$ cat config.mk
export PLATFORM = sky130hd
export DESIGN_NAME = edge_det_multi
export DESIGN_NICKNAME = d
export VERILOG_FILES = /design/src/rtl/edge_det_pkg.sv /design/src/rtl/edge_det_ch.sv /design/src/rtl/edge_det_multi.sv
export SDC_FILE = /design/constraint.sdc
export NUM_CORES = 1
export LEC_CHECK = 0
export CAP_MARGIN = 20
export CORE_UTILIZATION = 30
export CTS_BUF_LIST = sky130_fd_sc_hd__clkbuf_8
export DETAILED_ROUTE_END_ITERATION = 10
export HOLD_SLACK_MARGIN = 0.05
export PLACE_DENSITY = 0.57
export SKIP_LAST_GASP = 1
export SLEW_MARGIN = 30
export SYNTH_ARGS = -nofsm -noshare
export SYNTH_HDL_FRONTEND = slang
export SYNTH_SLANG_ARGS = --single-unit
export TNS_END_PERCENT = 30
$ cat constraint.sdc
create_clock -name clk -period 1.9 [get_ports clk]
set_clock_uncertainty 0.1 [all_clocks]
set_input_delay 0.38 -clock clk [delete_from_list [all_inputs] [get_ports clk]]
set_output_delay 0.38 -clock clk [all_outputs]
set_load 0.03 [all_outputs]
$ cat src/rtl/edge_det_pkg.sv
// Shared definitions for the multi-channel edge detector: edge-mode encodings
// and the direction/mode match helper.
package edge_det_pkg;

    typedef enum logic [1:0] {
        EDGE_NONE = 2'b00,
        EDGE_RISE = 2'b01,
        EDGE_FALL = 2'b10,
        EDGE_BOTH = 2'b11
    } edge_mode_e;

    function automatic logic edge_match(input logic [1:0] mode, input logic rising);
        if (mode == EDGE_BOTH)
            return 1'b1;
        return rising ? (mode == EDGE_RISE) : (mode == EDGE_FALL);
    endfunction

endpackage

$ cat src/rtl/edge_det_ch.sv
// One input channel: synchroniser, debounce filter, edge qualification,
// sticky event flag and saturating event counter.
module edge_det_ch
    import edge_det_pkg::*;
#(
    parameter int SYNC_STAGES = 2,
    parameter int DEBOUNCE    = 3,
    parameter int CNT_W       = 4
) (
    input  logic             clk,
    input  logic             rst,
    input  logic             sig_i,
    input  logic [1:0]       mode_i,
    input  logic             en_i,
    input  logic             clr_i,
    output logic             level_o,
    output logic             pulse_o,
    output logic             sticky_o,
    output logic [CNT_W-1:0] count_o
);

    localparam int               DB_W    = (DEBOUNCE > 1) ? $clog2(DEBOUNCE) : 1;
    localparam logic [DB_W-1:0]  DB_LAST = DB_W'(DEBOUNCE - 1);
    localparam logic [CNT_W-1:0] CNT_MAX = '1;
    localparam logic [CNT_W-1:0] CNT_ONE = CNT_W'(1);

    logic [SYNC_STAGES-1:0] sync_q;
    logic                   sync_lvl;
    logic [DB_W-1:0]        db_cnt_q, db_cnt_d;
    logic                   level_q, level_d;
    logic                   pulse_q, pulse_d;
    logic                   sticky_q, sticky_d;
    logic [CNT_W-1:0]       count_q, count_d;
    logic                   toggle;
    logic                   qual;

    assign sync_lvl = sync_q[SYNC_STAGES-1];

    always_comb begin
        db_cnt_d = '0;
        level_d  = level_q;
        toggle   = 1'b0;
        // The counter only holds mismatch cycles; the final one flips the level.
        if (sync_lvl != level_q) begin
            if (db_cnt_q == DB_LAST) begin
                toggle  = 1'b1;
                level_d = ~level_q;
            end else begin
                db_cnt_d = db_cnt_q + 1'b1;
            end
        end

        qual    = en_i & toggle & edge_match(mode_i, ~level_q);
        pulse_d = qual;

        sticky_d = sticky_q;
        count_d  = count_q;
        // A qualified event beats a coincident clear so no event is lost.
        if (qual) begin
            sticky_d = 1'b1;
            if (clr_i)
                count_d = CNT_ONE;
            else if (count_q != CNT_MAX)
                count_d = count_q + 1'b1;
        end else if (clr_i) begin
            sticky_d = 1'b0;
            count_d  = '0;
        end
    end

    always_ff @(posedge clk) begin
        if (rst) begin
            sync_q   <= '0;
            db_cnt_q <= '0;
            level_q  <= 1'b0;
            pulse_q  <= 1'b0;
            sticky_q <= 1'b0;
            count_q  <= '0;
        end else begin
            sync_q   <= {sync_q[SYNC_STAGES-2:0], sig_i};
            db_cnt_q <= db_cnt_d;
            level_q  <= level_d;
            pulse_q  <= pulse_d;
            sticky_q <= sticky_d;
            count_q  <= count_d;
        end
    end

    assign level_o  = level_q;
    assign pulse_o  = pulse_q;
    assign sticky_o = sticky_q;
    assign count_o  = count_q;

endmodule

$ cat src/rtl/edge_det_multi.sv
// Multi-channel debounced edge detector: replicates edge_det_ch per channel
// and ORs the masked sticky flags into a single interrupt.
module edge_det_multi
    import edge_det_pkg::*;
#(
    parameter int CH          = 4,
    parameter int SYNC_STAGES = 2,
    parameter int DEBOUNCE    = 3,
    parameter int CNT_W       = 4
) (
    input  logic                clk,
    input  logic                rst,
    input  logic [CH-1:0]       sig_in,
    input  logic [2*CH-1:0]     mode,
    input  logic                en,
    input  logic [CH-1:0]       clr,
    input  logic [CH-1:0]       irq_mask,
    output logic [CH-1:0]       level_out,
    output logic [CH-1:0]       pulse_out,
    output logic [CH-1:0]       sticky,
    output logic [CH*CNT_W-1:0] count,
    output logic                irq
);

    for (genvar i = 0; i < CH; i++) begin : g_ch
        edge_det_ch #(
            .SYNC_STAGES(SYNC_STAGES),
            .DEBOUNCE   (DEBOUNCE),
            .CNT_W      (CNT_W)
        ) u_ch (
            .clk     (clk),
            .rst     (rst),
            .sig_i   (sig_in[i]),
            .mode_i  (mode[2*i+1:2*i]),
            .en_i    (en),
            .clr_i   (clr[i]),
            .level_o (level_out[i]),
            .pulse_o (pulse_out[i]),
            .sticky_o(sticky[i]),
            .count_o (count[CNT_W*i +: CNT_W])
        );
    end

    assign irq = |(sticky & irq_mask);

endmodule

Word-level counts from Yosys, hierarchy flattened:

Cells that the tools add are included.

* register bits after elaboration: 44
* bits of input ports: 23
* logic and storage cells: 142

* add/subtract/negate cells: 8
* eq/ne operators: 24
* muxes and demuxes: 48
* bitwise logic cells: 17
* reductions and logical operators: 21

Operator list (number)
* two-way mux 4 bit: 16
* two-way mux 1 bit: 32
* == test 2 bit, second input constant: 12
* adder 4 x 1 -> 4 bit, second input constant: 4
* != test 4 bit, second input constant: 4
* AND reduction 2 bit: 8
* nonzero test 2 bit: 8
* OR reduction 3 bit: 4
* adder 2 x 1 -> 2 bit, second input constant: 4
* AND 1 bit: 8
* == test 2 x 1 -> 1 bit, second input constant: 4
* NOT 1 bit: 8
* AND 4 bit: 1
* != test 1 bit: 4
* OR reduction 4 bit: 1

Logic depth before layout (Yosys ltp):

Gate-level depths: netlist of run 1.

* word-level depth: 7
* depth in mapped cells: 6

Modules after synthesis:

Synthesis of run 1 repeated with hierarchy kept, for this count alone.

* cell total of the unflattened synthesis: 191
* area total of the unflattened synthesis: 1780.5 um2

Modules (own cells, without submodules)
* edge_det_ch: instances 4, cells an instance 47, area each 440.4 um2, sequential area each 220.2 um2
* edge_det_multi: instances 1, cells an instance 3, area each 18.8 um2, sequential area each 0.0 um2

Worst setup path after synthesis of run 1:

No wires, ideal clock.

* path kind: register -> register
* start point: register g_ch[3].u_ch.count_q[0]
* end point: register g_ch[3].u_ch.count_q[0]
* setup time: 0.071 ns
* arrival time: 1.489 ns
* setup slack: 0.241 ns
* cell stages (with the launch flop): 6
* path buffers: 0
* period minus slack after synthesis: 1.659 ns
* cells stage by stage: dfxtp_1 -> ha_1 -> and3_1 -> a211oi_1 -> or3b_1 -> a21oi_1

* word-level cells in the longest chain between the ends: 4

RTL lines
* from (decl): line edge_det_ch.sv:33 `logic [CNT_W-1:0] count_q, count_d;`
* from (signal assigned): line edge_det_ch.sv:85 `count_q <= count_d;`
* adder 4 x 1 -> 4 bit: line edge_det_ch.sv:64 `count_d = count_q + 1'b1;`
* two-way mux 4 bit: line edge_det_ch.sv:63 `else if (count_q != CNT_MAX)`
* two-way mux 4 bit: line edge_det_ch.sv:61 `if (clr_i)`
* two-way mux 4 bit: line edge_det_ch.sv:59 `if (qual) begin`

Several ways; a longest one is shown, not always the timed one. The select of a mux whose other input is x is not followed.
A chain may end at the register's enable or synchronous reset.

Worst setup path after layout of run 1:

* start point: register g_ch[3].u_ch.count_q[0]
* end point: output count[12]

RTL lines
* to (decl): line edge_det_multi.sv:21 `output logic [CH*CNT_W-1:0] count,`

No word-level cell between the ends.

==> run metrics, run 1 <==
flops & latches, synth 44; Leakage 1.079 nW; DIE WIDTH 83.08 um; pin count of the biggest net entering global routing 30; Setup crit start kind flip-flop; Post-Syn Area 1972 um2; Port Buffers between 50 and 60; Hold Path Class reg2reg; number of CTS-inserted buffers 5; deepest clock path buffer count 2; ANT cells 0; HPWL after DPL 2.810 mm; post-route setup slack 0.01519 ns; first-pass GRT wire length 6.789 mm; # H-tree levels 2; Combinational Power Share 6.2%; GRT Total Usage 12.11%; Avg Vias per Cell 4.661; Multi-input gate area 962.2 um2; Top Family by Delay on Critical Path buffers and inverters; crit end category output port; RSZ-0062 raised after global routing true; synth warn 0; pwr/cell area a little over 600 nW/um2; DRC 0; Worst Tran Pin Value between 0.3 and 0.4 ns; fin. max-slew vios 0; CP Launch Point g_ch[3].u_ch.count_o[0]$_SDFFE_PP0P_; period utilisation layout 99.20%; Levels on crit path 1; worst slew margin relative to its limit approximately three quarters; Die Y 83.08 um; Layout area overhead 35.09%; Worst R2R Path Depth 5; max incr delay on CP 0.71 ns; GPL Wtd Cong 0.7763; Final ANT Viol Nets 0; CTS tree built; vias in the first global route between 1000 and 1500; clk root buf clkbuf_8; Sw Share about a fifth; capture point of the worst path count[12]; Final Hold Viols 0; Setup CP Type reg2out; Place WS -0.3627 ns; f_max 0.5306 GHz; slowest CP cell clkdlybuf4s50_1; Syn Nets 238; Post-CTS Setup Bufs 0; # rows 29; Worst EP required 1.42 ns; Max Cap Viol 0; crit-path cells clkdlybuf4s50_1; routed via count 1580; sequential share of power 57.7%; Total Nets Final roughly 300; Reg area between 800 and 900 um2; Seq/Total Area, Yosys 44.67%; RR Startpoint g_ch[3].u_ch.count_o[0]$_SDFFE_PP0P_; Final min period 1.885 ns; Final Cell Area around 2700 um2; TNS Setup 0 ns; placed inst area 2571 um2; CP Max Fanout 5; register-to-register setup slack approximately 0.28 ns; I/O pin count 52; initial antenna violation count 0; Core ar. 6350 um2; worst reg2reg endpoint g_ch[3].u_ch.count_o[0]$_SDFFE_PP0P_; status finished clean; number of distinct library cells after synthesis 34; Detailed Route Iter0 Violations 32; syn_area_per_cell 9.526 um2; VDD IR-drop max 0.3122 mV; Pre-Repair DR Iteration Count 4; clock sink total 44; Die Area ~6900 um2; Clock power frac 36.1%; GRT overflow 0; Initial Utilization 31.05%; switching power of the nets roughly 0.00035 W; Avg WL per Cell 11.45 um; number of fill cells about 640; latest clock arrival within the worst-skew pair 0.29 ns; clock-pin slew on the worst setup and hold paths approximately 0.08 ns; Critical path buffers and inverters 1; Synth Instances between 200 and 250; WL final between 3 and 4 mm; P_int ~0.0013 W; layout cells sized above 1 11.07%; worst path arrival time 1.40 ns; setup violators final 0
-- placed cells by master (no fill, tap or decap), drive strengths merged --
cell / count
dfxtp: 44
clkdlybuf4s50: 44
nor2: 26
a21oi: 20
buf: 12
nand3b: 11
nand2: 10
inv: 9
nor2b: 9
ha: 8
mux2i: 7
or3: 7
clkbuf: 6
o21ai: 5
a211oi: 5
xnor2: 4
a21o: 4
and3: 4
nand3: 4
dlymetal6s2s: 4
or2: 3
o31ai: 3
a22oi: 2
nor3: 2
dlygate4sd2: 2
a2111oi: 2
or3b: 1
a41oi: 1
a311oi: 1
o211ai: 1
nand2b: 1
-- per-stage QoR --
| stage | instances | total power (W) | utilization (%) | hold WS (ns) |
|---|---|---|---|---|
| finish | 339 | 0.001626 | 41.95 | 0.3109 |
| global route | 339 | 0.001710 | 41.95 | 0.3326 |
| CTS | 339 | 0.001666 | 41.89 | 0.3171 |
| detailed placement | 331 | 0.001061 | 40.49 | 0.3051 |
| global placement | 331 | 0.001061 | 40.49 | 0.2991 |
| floorplan | 207 | 0.0009925 | - | 0.2912 |
-- metal layers --
metal / vias up / track usage [%] / share of wire, %
met4: 0 / 5.643 / 1.3
met2: 29 / 17.59 / 43
li1: 820 / - / -
met1: 726 / 16.68 / 51
met5: - / 0 / 0
met3: 5 / 3.181 / 4.5
-- state kept, by name (all words and copies together), names as in the netlist --
signal and cells:
g_ch.u_ch.count_o 16, g_ch.u_ch.db_cnt_q 8, g_ch.u_ch.sync_q 8, g_ch.u_ch.level_o 4, g_ch.u_ch.pulse_o 4, g_ch.u_ch.sticky_o 4
-- cell families (layout without fill, tap and decap cells) --
| family | count (synthesis) | in the layout | synth area share [%] |
|---|---|---|---|
| XOR/XNOR | 4 | 4 | 1.776 |
| AND/OR/NAND/NOR | 78 | 78 | 23.16 |
| multiplexers | 7 | 7 | 3.553 |
| AO/OA/AOI/OAI | 44 | 44 | 15.23 |
| adder cells (fa/ha/maj) | 8 | 8 | 5.076 |
| flip-flops | 44 | 44 | 44.67 |
| buffers and inverters | 22 | 77 | 6.536 |
-- worst min-delay path by stage --
| stage | startpoint | endpoint | cells after the start |
|---|---|---|---|
| after floorplan | g_ch[0].u_ch.db_cnt_q[0]$_SDFF_PP0_ | g_ch[0].u_ch.db_cnt_q[0]$_SDFF_PP0_ | 1 |
| after global placement | g_ch[2].u_ch.db_cnt_q[0]$_SDFF_PP0_ | g_ch[2].u_ch.db_cnt_q[0]$_SDFF_PP0_ | 1 |
| after detailed placement | g_ch[3].u_ch.db_cnt_q[0]$_SDFF_PP0_ | g_ch[3].u_ch.db_cnt_q[0]$_SDFF_PP0_ | 1 |
| after CTS | g_ch[3].u_ch.db_cnt_q[0]$_SDFF_PP0_ | g_ch[3].u_ch.db_cnt_q[0]$_SDFF_PP0_ | 1 |
| after global routing | g_ch[3].u_ch.db_cnt_q[0]$_SDFF_PP0_ | g_ch[3].u_ch.db_cnt_q[0]$_SDFF_PP0_ | 1 |
| final | g_ch[3].u_ch.db_cnt_q[0]$_SDFF_PP0_ | g_ch[3].u_ch.db_cnt_q[0]$_SDFF_PP0_ | 1 |
-- power by group through the flow --
stage	logic, W	registers, W	clock network (W)
floorplan	0.0000335	0.000959	0
global placement	0.000101	0.000960	0
detailed placement	0.000101	0.000960	0
CTS	0.000101	0.000938	0.000626
global route	0.000110	0.000940	0.000661
finish	0.000100	0.000938	0.000587
-- area by class of cell --
type	instances	share of cell area, %
Multi-Input combinational cell	141	36.12
Timing Repair Buffer	62	22.83
Tap cell	77	3.617
Sequential cell	44	33.07
Clock buffer	6	3.100
Inverter	7	0.9864
Clock inverter	2	0.2818
-- what timing repair did --
action                                  CTS  global route
pin swaps                                 0             0
resized for setup                         5             6
hold buffers                              0             0
endpoints found under the setup margin   10            17
-- Yosys cell counts, drive strengths merged --
library cell  instances  share of area (%)
a2111oi               2                1.3
dfxtp                44                 45
mux2i                 7                3.6
buf                  12                4.6
a211oi                5                2.2
a311oi                1               0.44
ha                    8                5.1
a22oi                 2               0.76
and3                  4                1.3
nor2b                 9                2.9
nand2b                1               0.32
nor2                 26                4.9
o31ai                 3                1.1
xnor2                 4                1.8
or3b                  1               0.44
nor3                  2               0.51
o21ai                 5                1.3
nand2                10                1.9
or3                   7                2.2
clkbuf                3               0.63
or2                   3               0.95
a21oi                20                5.8
nand3                 4                1.0
o211ai                1               0.38
a41oi                 1               0.44
nand3b               11                6.7
a21o                  4                1.5
inv                   7                1.3
Note: power is estimated with default switching activity, not from simulation.
==> run 2, diff against run 1 <==
- CTS_CLUSTER_SIZE: default -> 25
==> results of run 2 <==
Final layout, timing and power as in run 1 (identical DEF).
